## config.mk

```make
export PLATFORM = sky130hd
export DESIGN_NAME = multiword_adder_ctrl
export DESIGN_NICKNAME = d
export VERILOG_FILES = /design/src/rtl/multiword_adder_ctrl.sv
export SDC_FILE = /design/constraint.sdc
export NUM_CORES = 1
export LEC_CHECK = 0
export ABC_AREA = 1
export CAP_MARGIN = 20
export CORE_UTILIZATION = 52
export DETAILED_ROUTE_END_ITERATION = 12
export GPL_ROUTABILITY_DRIVEN = 0
export PLACE_DENSITY = 0.81
export SYNTH_ARGS = -nofsm -noshare
export SYNTH_HDL_FRONTEND = slang
export SYNTH_SLANG_ARGS = --single-unit
export TNS_END_PERCENT = 10
```

## constraint.sdc

```tcl
create_clock -name clk -period 14.1 [get_ports clk]
set_input_delay 2.115 -clock clk [delete_from_list [all_inputs] [get_ports clk]]
set_output_delay 2.115 -clock clk [all_outputs]
set_load 0.02 [all_outputs]
```

## src/rtl/multiword_adder_ctrl.sv

```systemverilog
// Multi-word add/subtract sequencer: one B-bit adder slice is reused once per word,
// least-significant word first, with the carry held in a register between words.
module multiword_adder_ctrl #(
    parameter int B     = 32,
    parameter int WORDS = 4
) (
    input  logic                 clk,
    input  logic                 rst,
    input  logic                 start,
    input  logic                 sub,
    input  logic [B*WORDS-1:0]   a,
    input  logic [B*WORDS-1:0]   b,
    output logic                 busy,
    output logic                 done,
    output logic [B*WORDS-1:0]   sum,
    output logic                 cout,
    output logic                 ovf
);

    localparam int IDX_W = (WORDS > 1) ? $clog2(WORDS) : 1;
    localparam logic [IDX_W-1:0] LAST_IDX = IDX_W'(WORDS - 1);

    typedef enum logic [1:0] {IDLE, RUN, DONE} state_t;

    state_t               state_reg, state_next;
    logic [IDX_W-1:0]     idx_reg;
    logic                 carry_reg;
    logic                 sub_reg;
    logic [B*WORDS-1:0]   a_reg, b_reg, sum_reg;
    logic                 cout_reg, ovf_reg;

    logic [B-1:0]         a_words [WORDS];
    logic [B-1:0]         b_words [WORDS];
    logic [B-1:0]         a_w, b_w;
    logic [B:0]           slice;
    logic                 slice_ovf;

    generate
        for (genvar gi = 0; gi < WORDS; gi++) begin : g_word
            assign a_words[gi] = a_reg[gi*B +: B];
            assign b_words[gi] = b_reg[gi*B +: B];
        end
    endgenerate

    // Subtraction is a + ~b + 1; the +1 enters as the initial carry loaded at start.
    assign a_w       = a_words[idx_reg];
    assign b_w       = b_words[idx_reg] ^ {B{sub_reg}};
    assign slice     = {1'b0, a_w} + {1'b0, b_w} + {{B{1'b0}}, carry_reg};
    assign slice_ovf = (a_w[B-1] == b_w[B-1]) && (slice[B-1] != a_w[B-1]);

    always_ff @(posedge clk or posedge rst) begin
        if (rst) begin
            state_reg <= IDLE;
        end else begin
            state_reg <= state_next;
        end
    end

    always_comb begin
        state_next = state_reg;
        busy       = (state_reg != IDLE);
        done       = (state_reg == DONE);
        case (state_reg)
            IDLE:    if (start) state_next = RUN;
            RUN:     if (idx_reg == LAST_IDX) state_next = DONE;
            DONE:    state_next = IDLE;
            default: state_next = IDLE;
        endcase
    end

    always_ff @(posedge clk or posedge rst) begin
        if (rst) begin
            idx_reg   <= '0;
            carry_reg <= 1'b0;
            sub_reg   <= 1'b0;
            a_reg     <= '0;
            b_reg     <= '0;
            sum_reg   <= '0;
            cout_reg  <= 1'b0;
            ovf_reg   <= 1'b0;
        end else begin
            case (state_reg)
                IDLE: begin
                    if (start) begin
                        a_reg     <= a;
                        b_reg     <= b;
                        sub_reg   <= sub;
                        carry_reg <= sub;
                        idx_reg   <= '0;
                        sum_reg   <= '0;
                    end
                end
                RUN: begin
                    for (int i = 0; i < WORDS; i++) begin
                        if (idx_reg == IDX_W'(i)) sum_reg[i*B +: B] <= slice[B-1:0];
                    end
                    carry_reg <= slice[B];
                    if (idx_reg == LAST_IDX) begin
                        cout_reg <= slice[B];
                        ovf_reg  <= slice_ovf;
                        idx_reg  <= '0;
                    end else begin
                        idx_reg  <= idx_reg + IDX_W'(1);
                    end
                end
                default: ;
            endcase
        end
    end

    assign sum  = sum_reg;
    assign cout = cout_reg;
    assign ovf  = ovf_reg;

endmodule
```

==> run_results.csv <==
group,metric,value,unit
worst_setup_path,worst-path-max-fanout,159,
worst_setup_path,critPathKind,"in -> reg",
sta,setup_viol,0,
synth,avgSynthCellArea,7.64,sq um
floorplan,rows,70,
cts,clk_latency,0.55,ns
detailed_routing,dr.pass1.iters,8,
global_routing,grt_max_degree,160,
global_routing,grt_first_pass_wirelength,94400,microns
floorplan,fp.dieH,195,microns
cts,clock_path_buffers,3,
synth,postSynth.asyncResetShare,1.00,
detailed_routing,drt-met1-wl,25200,microns
sta,tns,0,ns
hold_path,min_path_type,"reg -> reg",
synth,synth_compound_area_frac,0.0867,
synth,yosysMostFrequentCell,"nand2_1",
synth,synth_area_leaders,"dfrtp_1, nand2_1, o21ai_0, nor2_1, inv_1",
cts,hold_buffers,0,
cts,htree_levels,2,
sta,setup_slack,9.04,ns
global_routing,grt_usage,0.314,
sta,fin_worst_skew,0.0192,ns
outcome,status,"complete, no violations",
detailed_routing,routed_wl,59700,microns
detailed_routing,dr.first_iter.drc_count,1665,
synth,synth_top_cells_by_count,"nand2_1, dfrtp_1, o21ai_0",
synth,synth_xor_area_frac,0.0150,
synth,muxShareOfSynthArea,0,
detailed_routing,ant_nets,0,
synth,ys.flop_type,"dfrtp_1",
synth,yosys_warnings,0,
detailed_routing,met2_length,26400,microns
detailed_routing,vias,18762,
synth,synth_area_leader_cell,"dfrtp_1",
synth,seq_area_frac_synth,0.508,
layout,syn2layout_area_growth,29.3,%
synth,ys_types,37,
synth,synth_edf_count,0,
cts,cts_resized,0,
cts,cts.clk_slew.worst_paths,0.06,ns
layout,final_nets,3141,
worst_setup_path,start_kind,"input port",
floorplan,ios,392,
floorplan,die-area,37900,sq um
cts,cts_setup_buffers,0,
sta,rsz0062_at_grt,"false",
synth,synth-simple-area-share,0.308,
sta,max_slew.worst_pin.slew,1.04,ns
synth,synth_fa_ha_area_frac,0.0248,
sta,timing.fmax,197,MHz
detailed_routing,drc_errors,0,
placement,pre_cts_slack,8.34,ns
cts,cts-root-buf,"clkbuf_16",
floorplan,initial_utilization,0.527,
sta,fin_crit_sh,0.359,
synth,synth_top_area_frac,0.508,
synth,synth_top_family_by_area,"simple AND/OR/NAND/NOR gates",
worst_setup_path,worstPathRequired,14.47,ns
worst_setup_path,cp.arrival,5.43,ns
global_routing,grt_pass1_vias,17717,
sta,slew_viol_final,0,
detailed_routing,wl_met3,6070,microns
floorplan,die_w,195,microns
sta,hold_violations,0,
detailed_routing,wl_per_cell,17.8,microns
synth,synth_nets,2824,
worst_setup_path,endpoint_kind,"register",
layout,layout-drive-gt1-share,0.0497,
cts,cts_buffers,42,
global_routing,overflow,0,
floorplan,core-area,36600,sq um
synth,synth_area,19300,sq um
detailed_routing,highest_layer,"met5",
sta,slew_headroom,0.303,
global_routing,antenna_found_initial,3,
cts,tritoncts,"yes",
detailed_routing,via_per_inst,5.61,
synth,synth-seq-cells,392,
sta,period_needed,5.06,ns
flow_run,drv_cap,0,
cts,cts_num_sinks,392,
synth,postSynthCellCount,2527,
placement,io_buffers,391,
placement,dpl.hpwl,41200,microns
logic make-up (layout without fill, tap and decap cells):
group / Yosys count / after routing
AND/OR/NAND/NOR: 1489 / 1489
adder cells (fa/ha/maj): 37 / 37
AO/OA/AOI/OAI: 311 / 311
flip-flops: 392 / 392
buffers and inverters: 265 / 615
other: 0 / 1
XOR/XNOR: 33 / 33
layout by cell type (no fill, tap or decap), types with 35 or more instances in the layout:
cell type / netlist / final
clkbuf_16: 0 / 43
clkdlybuf4s50_1: 0 / 391
dfrtp_1: 392 / 389
ha_1: 35 / 35
inv_1: 124 / 122
nand2_1: 1186 / 1186
nand4_1: 54 / 54
nor2_1: 164 / 164
o21ai_0: 192 / 192
o22ai_1: 62 / 62
path summary, 6_finish.rpt:
check / start / to / slack [ns] / cells past startpoint
worst max-delay path: start / a_reg[0] / 9.04 / 5
worst min-delay path: b_reg[71] / b_reg[71] / 0.47 / 2
worst max register to register: idx_reg[0] / sum[72] / 9.33 / 14
worst min register to register: b_reg[71] / b_reg[71] / 0.47 / 2
max in group asynchronous: rst / idx_reg[0] / 9.60 / 4
min in group asynchronous: rst / sum[106] / 2.05 / 2
layout make-up:
| class | count | area (sq um) |
|---|---|---|
| Fill cell | 2884 | 11600 |
| Timing Repair Buffer | 407 | 4090 |
| Multi-Input combinational cell | 1870 | 8420 |
| Inverter | 131 | 509 |
| Antenna cell | 1 | 2.50 |
| Clock buffer | 61 | 1250 |
| Tap cell | 468 | 586 |
| Clock inverter | 16 | 280 |
| Sequential cell | 392 | 9820 |
stage by stage:
| stage | instance area, sq um | hold WS [ns] | std cells | util |
|---|---|---|---|---|
| 2_1_floorplan | 19300 | 0.444 | 2527 | - |
| 6_report | 25000 | 0.471 | 3346 | 0.682 |
| 3_5_place_dp | 23300 | 0.460 | 3265 | 0.638 |
| 3_3_place_gp | 23300 | 0.457 | 3265 | 0.638 |
| 5_1_grt | 25000 | 0.488 | 3345 | 0.682 |
| 4_1_cts | 24900 | 0.476 | 3342 | 0.680 |
worst max-delay path, stage by stage:
cell	delay, ns
clkdlybuf4s50_1	0.62
nand2_8	0.56
inv_8	0.90
buf_4	0.93
o21ai_0	0.19
routing by layer:
metal	up-vias	GRT usage
met5	-	0
met4	4	0.111
met3	149	0.0593
met2	1069	0.473
met1	8913	0.453
li1	8627	-
Power is left out: the tool's default activity adds up to more than one toggle a clock period on the data nets, which glitch-free logic cannot reach.
